`config.mk`:
```
export PLATFORM = sky130hd
export DESIGN_NAME = serial_subtractor
export DESIGN_NICKNAME = d
export VERILOG_FILES = /design/src/rtl/serial_subtractor.sv
export SDC_FILE = /design/constraint.sdc
export NUM_CORES = 1
export LEC_CHECK = 0
export ABC_AREA = 1
export CORE_UTILIZATION = 45
export CTS_BUF_LIST = sky130_fd_sc_hd__clkbuf_16
export DETAILED_ROUTE_END_ITERATION = 12
export HOLD_SLACK_MARGIN = 0.02
export PLACE_DENSITY = 0.79
export SETUP_SLACK_MARGIN = 0.3
export SYNTH_ARGS = -nofsm -noshare
export SYNTH_HDL_FRONTEND = slang
export SYNTH_SLANG_ARGS = --single-unit
```
`constraint.sdc`:
```
create_clock -name clk -period 2.6 [get_ports clk]
set_input_delay 0.52 -clock clk [delete_from_list [all_inputs] [get_ports clk]]
set_output_delay 0.52 -clock clk [all_outputs]
set_load 0.01 [all_outputs]
```
`src/rtl/serial_subtractor.sv`:
```
// serial_subtractor: bit-serial unsigned subtractor, a - b, LSB first.
// Each RUN cycle applies one full-subtract step (half-subtractor plus a
// registered borrow). The result and final borrow are published on the edge
// that enters DONE and are held until the next completion.
// Optional build macro: SERIAL_SUB_SAT_EN
//   defined   -> saturating mode: a final borrow of 1 writes diff as all zeros
//   undefined -> wrap-around mode: diff = (a - b) mod 2^W
module serial_subtractor #(
  parameter int W = 8
) (
  input  logic         clk,
  input  logic         rst,
  input  logic         start,
  input  logic [W-1:0] a,
  input  logic [W-1:0] b,
  output logic         busy,
  output logic         done,
  output logic [W-1:0] diff,
  output logic         borrow
);

  // Counter must hold 0..W-1; keep at least one bit for W=1.
  localparam int CW = (W > 1) ? $clog2(W) : 1;

  typedef enum logic [1:0] {
    IDLE = 2'd0,
    RUN  = 2'd1,
    DONE = 2'd2
  } state_t;

  state_t         state;
  state_t         state_next;

  logic [W-1:0]   a_sh;
  logic [W-1:0]   b_sh;
  logic [W-1:0]   res_sh;
  logic [CW-1:0]  cnt;
  logic           br;

  logic           x;
  logic           y;
  logic           d;
  logic           br_next;
  logic           last;
  logic [W-1:0]   res_next;
  logic [W-1:0]   diff_final;

  // One full-subtract step on the current operand LSBs plus the stored borrow.
  always_comb begin
    x          = a_sh[0];
    y          = b_sh[0];
    d          = x ^ y ^ br;
    br_next    = (~x & y) | (~(x ^ y) & br);
    // Result register shifts right; the new bit enters at the MSB so that
    // after W steps bit 0 of the result sits at bit 0.
    res_next   = res_sh >> 1'b1;
    res_next[W-1] = d;
    last       = (cnt == CW'(W - 1));
`ifdef SERIAL_SUB_SAT_EN
    if (br_next) begin
      diff_final = '0;
    end else begin
      diff_final = res_next;
    end
`else
    diff_final = res_next;
`endif
  end

  // State register.
  always_ff @(posedge clk or posedge rst) begin
    if (rst) begin
      state <= IDLE;
    end else begin
      state <= state_next;
    end
  end

  // Next-state logic: start is only honoured in IDLE or DONE.
  always_comb begin
    state_next = state;
    case (state)
      IDLE: begin
        if (start) state_next = RUN;
        else       state_next = IDLE;
      end
      RUN: begin
        if (last)  state_next = DONE;
        else       state_next = RUN;
      end
      DONE: begin
        if (start) state_next = RUN;
        else       state_next = IDLE;
      end
      default: state_next = IDLE;
    endcase
  end

  // Status outputs decoded from the state register.
  always_comb begin
    busy = (state == RUN);
    done = (state == DONE);
  end

  // Datapath: operand capture, serial shifting, and result publication.
  always_ff @(posedge clk or posedge rst) begin
    if (rst) begin
      a_sh   <= '0;
      b_sh   <= '0;
      res_sh <= '0;
      cnt    <= '0;
      br     <= 1'b0;
      diff   <= '0;
      borrow <= 1'b0;
    end else begin
      case (state)
        IDLE, DONE: begin
          if (start) begin
            a_sh   <= a;
            b_sh   <= b;
            res_sh <= '0;
            cnt    <= '0;
            br     <= 1'b0;
          end
        end
        RUN: begin
          a_sh   <= a_sh >> 1'b1;
          b_sh   <= b_sh >> 1'b1;
          res_sh <= res_next;
          cnt    <= cnt + CW'(1);
          br     <= br_next;
          // diff/borrow stay frozen during RUN and change only here.
          if (last) begin
            diff   <= diff_final;
            borrow <= br_next;
          end
        end
        default: begin
          cnt <= '0;
        end
      endcase
    end
  end

endmodule

```
=== Yosys cells after proc, flatten, opt, wreduce, memory -nomap -nowiden ===
Index checks and enable logic that the tools add are counted.

* Add/sub/neg operators: 1
* Equal/unequal tests: 4
* Muxes and demuxes: 13
* Bitwise gates (word level): 7
* Reductions and logical operators: 5

{| class="wikitable"
|+ Operators with widths
! cell !! count
|-
| $pmux 8 s2 || 3
|-
| $mux 8 || 3
|-
| $pmux 3 s2 || 1
|-
| $pmux 2 s2 || 1
|-
| $reduce_and 2->1 || 2
|-
| $add 3x1->3 const B || 1
|-
| $eq 3x3->1 const B || 1
|-
| $mux 3 || 1
|-
| $and 1x1->1 || 2
|-
| $eq 2x1->1 const B || 1
|-
| $eq 2x2->1 const B || 1
|-
| $logic_not 2->1 || 1
|-
| $mux 1 || 2
|-
| $mux 2 || 1
|-
| $ne 2x1->1 const B || 1
|-
| $not 1->1 || 2
|-
| $pmux 1 s2 || 1
|-
| $reduce_bool 2->1 || 1
|-
| $reduce_or 2->1 || 1
|-
| $xor 1x1->1 || 2
|-
| $or 1x1->1 || 1
|}

* Flip-flop bits (word level): 39
* Input bits: 19
* Output and inout port bits: 11

=== Longest topological paths before layout ===
Gate-level depths: netlist of run 1.

* Depth in word-level cells: 5
* Gate-level depth with buffers: 8
* Gate-level depth less buffers: 6

=== Least setup slack after synthesis of run 1 ===
OpenSTA, ideal clock, no wires.

* Path type: reg-to-output
* From: register state[0]
* To: output port done
* Data arrival time: 842 ps
* Slack: 1238 ps
* Stages on the path, launching flop included: 4
* Path buffers: 2
* Path through: dfrtp_1 > buf_6 > buf_2 > nor2_1

* Word-level cells in the longest chain between the ends: 1

{| class="wikitable"
|+ RTL lines
! element !! line !! source
|-
| start: declaration || 31 || <nowiki>state_t state;</nowiki>
|-
| start signal: assignment || 75 || <nowiki>state <= state_next;</nowiki>
|-
| $eq 2x2->1 || 102 || <nowiki>done = (state == DONE);</nowiki>
|-
| end: declaration || 17 || <nowiki>output logic done,</nowiki>
|}

Every way passes these cells.

=== Worst setup path after layout of run 1 ===
* From: register state[1]
* To: output port busy

* Word-level cells in the longest chain between the ends: 1

{| class="wikitable"
|+ RTL lines
! element !! line !! source
|-
| $eq 2x1->1 || 101 || <nowiki>busy = (state == RUN);</nowiki>
|-
| end: declaration || 16 || <nowiki>output logic busy,</nowiki>
|}

Every way passes these cells.

==> run_results.csv, run 1 <==
group,metric,value,unit
global_route,grt_pass1_vias,1366,
clock_network,clkTransAtPathRegs,0.05,ns
global_route,antenna_found_initial,0,
pwr,ir_drop,692,uV
global_route,track_usage,18.4,%
synth,ys_async_sr_fraction,100,%
sta,final_hold_viol_count,0,
synth,ys.flop_type,"dfrtp_1",
placement,io_buffers,29,
placement,dpl-instance-area,0.00213,sq mm
cells_and_area,drive_gt1_share,10.5,%
clock_network,clk_latency,0.27,ns
synth,syn_nets,240,
synth,ys_seq_area_share,51.6,%
setup_path,crit_start,"state[1]$_DFF_PP0_",
synth,synth.avg_cell_area,8.45,sq um
placement,place_inst,288,
floorplanning,start_util,48.5,%
setup_path,worst-setup-path-type,"register to primary output",
detailed_routing,antenna_left,0,
setup_path,cp-end-kind,"primary output",
synth,synth_area_leader_cell,"dfrtp_1",
cells_and_area,fillers,331,
clock_network,ctsHoldBuffers,0,
cells_and_area,fin_cells,295,
min_path,hp-class,"register to register",
synth,postSynthCellCount,218,
floorplanning,die-area,0.00436,sq mm
setup_path,critPathRequiredTime,2.08,ns
detailed_routing,num_vias,1412,
clock_network,cts.sink_count,38,
synth,yosysMostFrequentCell,"nand2_1",
global_route,grt_pass1_wl,5950,um
pwr,power_density,1260,mW/mm^2
synth,synth_common_cells,"68 x nand2_1, 40 x inv_1, 38 x dfrtp_1",
placement,place_congestion,0.745,
sta,fmaxAchievable,0.475,GHz
run_status,status,"finished, final reports clean",
synth,yosys_warnings,0,
setup_path,r2r-start,"state[1]$_DFF_PP0_",
setup_path,crit_arrival,1.58,ns
detailed_routing,first_pass_iters,4,
job,max_cap_viol_count,0,
sta,period_needed,2.10,ns
detailed_routing,drc_errors,0,
setup_path,startpoint_type,"register",
sta,slew_viol_final,0,
clock_network,cts_tree,"done",
global_route,grt_max_degree,39,
synth,synth_cell_types,20,
clock_network,post-cts-setup-buffer-count,0,
cells_and_area,insertedDiodeCount,0,
pwr,p_leak,1.21,nW
sta,worst_pin_slew,0.470,ns
floorplanning,core_region_area,0.00380,sq mm
floorplanning,ioPinCount,30,
sta,max_slew_margin,68.7,%
placement,dp_hpwl,2220,um
sta,fin_skew,0.00248,ns
clock_network,numCtsBuffers,5,
min_path,hold_start,"res_sh[5]$_DFFE_PP0P_",
detailed_routing,wire_per_inst,11.7,um
floorplanning,num_rows,22,
setup_path,reg2reg_slack,1.04,ns
sta,setup_tns,0,ns
synth,synth_top_area_share,51.6,%
sta,setup_viol,0,
synth,yosys-top-cells-area,"dfrtp_1 52%, nand2_1 14%, inv_1 8.1%",
detailed_routing,vias_per_cell,4.79,
sta,rsz0062_at_grt,"no",
sta,fin_crit_sh,80.9,%
floorplanning,fp.dieH,66.0,um
clock_network,ctsHtreeMaxLevel,2,
clock_network,post_cts_resized,0,
cells_and_area,final_area,0.00229,sq mm
min_path,holdPathStages,2,
synth,syn-cell-area,0.00184,sq mm
setup_path,path_max_fanout,11,
synth,synth_edf_count,0,
clock_network,clockBufferDepth,2,
cells_and_area,area_delta_synth_final,24.4,%
setup_path,rr_worst_depth,6,
synth,synth.ff_latch_count,38,
cells_and_area,fin_nets,269,
floorplanning,fp.dieW,66.0,um
global_route,grt-ovfl-total,0,
detailed_routing,wirelength,3440,um
clock_network,cts_root_buf,"clkbuf_16",
detailed_routing,drtIter0Drc,89,
==> critical path: stages (launching register included) <==
cell	delay, ns
dfrtp_1	0.41
nor2_4	0.29
clkdlybuf4s50_1	0.60
==> cells in the final DEF (no fill, tap or decap) <==
cell             count
fa_1                 1
o21ai_0              6
nor2_1               2
nand2_8              1
o21ai_2              8
nand3_1             28
inv_4                2
ha_1                 2
nand2_1             68
buf_4                2
dfrtp_1             38
nand2_4              2
o21ai_1              6
or2_2                1
inv_2                1
bufinv_16            1
nand2_2              2
clkbuf_16            5
nor2_4               1
inv_1               40
clkinv_1             1
clkdlybuf4s50_1     29
==> metal layers <==
metal | part of all wire [%] | GRT usage, % | vias to the layer above | wire, um
met3 | 2.8 | 3.62 | 5 | 97
li1 | - | - | 720 | -
met2 | 50 | 29.6 | 20 | 1720
met5 | 0 | 0 | - | 0
met1 | 46 | 23.3 | 667 | 1570
met4 | 1.3 | 9.57 | 0 | 46
==> per-stage QoR <==
stage	util [%]	power, mW	worst slack (ns)	hold slack (ns)
finish	60.3	2.88	0.497	0.477
global route	60.3	3.14	0.428	0.503
CTS	60.3	2.91	0.494	0.482
detailed placement	56.2	2.23	0.780	0.465
global placement	56.2	2.18	0.815	0.458
floorplan	-	1.92	1.22	0.449
==> final cells by class <==
type	count	area [sq um]	area share (%)
Sequential cell	38	951	41.5
Multi-Input combinational cell	128	651	28.4
Timing Repair Buffer	31	305	13.3
Inverter	43	166	7.26
Clock buffer	5	125	5.46
Tap cell	48	60.1	2.62
Clock inverter	2	33.8	1.47
==> report_power, final <==
group | leakage, nW | internal [mW] | switching (mW)
Clock | 0.0773 | 0.443 | 0.212
Sequential | 0.468 | 0.875 | 0.146
Combinational | 0.661 | 0.507 | 0.699
==> path summary, 6_finish.rpt <==
path,endpoint
min,res_sh[4]$_DFFE_PP0P_
max,busy
max in group asynchronous,br$_DFFE_PP0P_
min reg2reg,res_sh[4]$_DFFE_PP0P_
min in group asynchronous,diff[0]$_DFFE_PP0P_
max reg2reg,a_sh[0]$_DFFE_PP0P_
==> cell families (layout without fill, tap and decap cells) <==
kind of cell,after synthesis,after routing,synth area share (%)
simple gates,105,105,25.8
buf+inv,52,81,13.1
compound gates,20,20,7.06
fa+ha+maj,3,3,2.44
flops,38,38,51.6
==> registers in the layout (all words and copies together) (netlist names) <==
name	cells
cnt	3
borrow	1
b_sh	8
br	1
a_sh	8
diff	8
res_sh	7
state	2
No activity file was read; power rests on OpenSTA's default activity.
==> inputs of run 2 (changes only) <==
Clock period 2.6 ns to 2.2 ns, I/O delays scaled along.
==> run_results.csv, run 2 (synthesized netlist as in run 1, its figures left out) <==
group,metric,value,unit
run_status,status,"finished, final reports clean",
clock_network,numCtsBuffers,5,
detailed_routing,wire_per_inst,12.1,um
detailed_routing,num_vias,1439,
sta,postLayoutSetupSlackWorst,0.352,ns
clock_network,ctsHtreeMaxLevel,2,
floorplanning,start_util,48.5,%
floorplanning,num_rows,22,
setup_path,reg2reg_slack,0.61,ns
detailed_routing,first_pass_iters,4,
detailed_routing,drc_errors,0,
floorplanning,ioPinCount,30,
pwr,p_leak,1.23,nW
sta,setup_tns,0,ns
setup_path,r2r-start,"state[0]$_DFF_PP0_",
setup_path,worst-setup-path-type,"register to primary output",
placement,io_buffers,29,
global_route,grt_pass1_vias,1406,
pwr,power_frac_comb,43.8,%
sta,fin_skew,0.00405,ns
clock_network,clockBufferDepth,2,
setup_path,crit_arrival,1.41,ns
detailed_routing,wirelength,3610,um
cells_and_area,drive_gt1_share,11.6,%
pwr,pwr-share-clk,20.2,%
setup_path,startpoint_type,"register",
floorplanning,fp.dieW,66.0,um
global_route,grt_pass1_wl,6290,um
setup_path,reg2reg_to,"a_sh[1]$_DFFE_PP0P_",
clock_network,cts.sink_count,38,
placement,place_inst,289,
pwr,p_sw_share,38.4,%
clock_network,cts_root_buf,"clkbuf_16",
cells_and_area,fin_cells,299,
pwr,ir_drop,613,uV
global_route,grt_max_degree,39,
detailed_routing,antenna_left,0,
detailed_routing,vias_per_cell,4.81,
min_path,holdPathStages,2,
setup_path,critPathRequiredTime,1.76,ns
sta,period_needed,1.85,ns
clock_network,clk_latency,0.28,ns
setup_path,rr_worst_depth,7,
floorplanning,fp.dieH,66.0,um
cells_and_area,insertedDiodeCount,0,
pwr,power.total,3.36,mW
pwr,internal_power,2.07,mW
detailed_routing,drtIter0Drc,206,
pwr,power_density,1460,mW/mm^2
clock_network,clkTransAtPathRegs,0.06,ns
placement,place_congestion,0.753,
min_path,min_to,"b_sh[0]$_DFFE_PP0P_",
pwr,p_sw,1.29,mW
cells_and_area,final_cell_mix,"68 x nand2_1, 41 x inv_1, 38 x dfrtp_1, 28 x nand3_1, 28 x clkdlybuf4s50_1",
pwr,seqPwrFrac,36.0,%
placement,dp_hpwl,2370,um
sta,fin_crit_sh,84.0,%
clock_network,cts_tree,"done",
sta,slew_viol_final,0,
sta,final_hold_viol_count,0,
sta,rsz0062_at_grt,"no",
cells_and_area,final_common_cell,"nand2_1",
sta,max_slew_margin,68.7,%
cells_and_area,top_regs,"a_sh (8), b_sh (8), diff (8)",
setup_path,path_max_fanout,3,
sta,setup_viol,0,
job,max_cap_viol_count,0,
placement,dp_slack,0.465,ns
floorplanning,core_region_area,0.00380,sq mm
min_path,hp-class,"register to register",
floorplanning,die-area,0.00436,sq mm
cells_and_area,area_delta_synth_final,24.6,%
global_route,grt-ovfl-total,0,
min_path,hold_start,"b_sh[0]$_DFFE_PP0P_",
sta,fmaxAchievable,0.541,GHz
sta,worst_pin_slew,0.469,ns
setup_path,cp-end-kind,"primary output",
global_route,antenna_found_initial,0,
global_route,track_usage,19.8,%
cells_and_area,fin_nets,272,
run 2: worst max path at each step:
| stage | slack (ns) | cells after the start | to | from |
|---|---|---|---|---|
| finish | 0.35 | 3 | busy | state[0]$_DFF_PP0_ |
| global route | 0.31 | 3 | busy | state[0]$_DFF_PP0_ |
| CTS | 0.30 | 2 | done | state[0]$_DFF_PP0_ |
| detailed placement | 0.46 | 3 | busy | state[0]$_DFF_PP0_ |
| global placement | 0.47 | 3 | busy | state[0]$_DFF_PP0_ |
| floorplan | 0.90 | 1 | a_sh[0]$_DFFE_PP0P_ | rst |
run 2: stage by stage:
step	utilization, %	hold WS [ns]	area [sq um]
4_1_cts	60.2	0.480	2290
2_1_floorplan	-	0.449	1840
6_report	60.4	0.478	2300
3_5_place_dp	56.4	0.465	2140
3_3_place_gp	56.4	0.462	2140
5_1_grt	60.4	0.489	2300
run 2: what timing repair did:
action	CTS	global route
setup endpoints to repair	1	2
buffers inserted	1	1
resized for setup	0	1
pin swaps	1	0
hold buffers	0	0
run 2: power groups by stage:
stage | registers [mW] | clock network [mW] | logic (mW)
after floorplan | 1.22 | 0 | 1.06
after global placement | 1.21 | 0 | 1.39
after detailed placement | 1.21 | 0 | 1.45
after CTS | 1.21 | 0.683 | 1.48
after global routing | 1.25 | 0.714 | 1.68
final | 1.21 | 0.679 | 1.47
run 2: critical path, cell delays in order, from the launching register on:
cell and delay (ns):
dfrtp_1 0.41, inv_4 0.05, nor2_4 0.12, clkdlybuf4s50_1 0.54
run 2: layout make-up:
class	instances	area, sq um
Clock buffer	5	125
Clock inverter	3	12.5
Fill cell	333	1500
Inverter	43	166
Multi-Input combinational cell	128	651
Sequential cell	38	951
Tap cell	48	60.1
Timing Repair Buffer	34	330
run 2: layer usage:
metal | GRT usage, % | wire (um) | vias to the layer above
li1 | - | - | 725
met2 | 29.6 | 1680 | 30
met1 | 25.7 | 1680 | 675
met3 | 6.38 | 172 | 9
met5 | 0 | 0 | -
met4 | 9.84 | 75 | 0
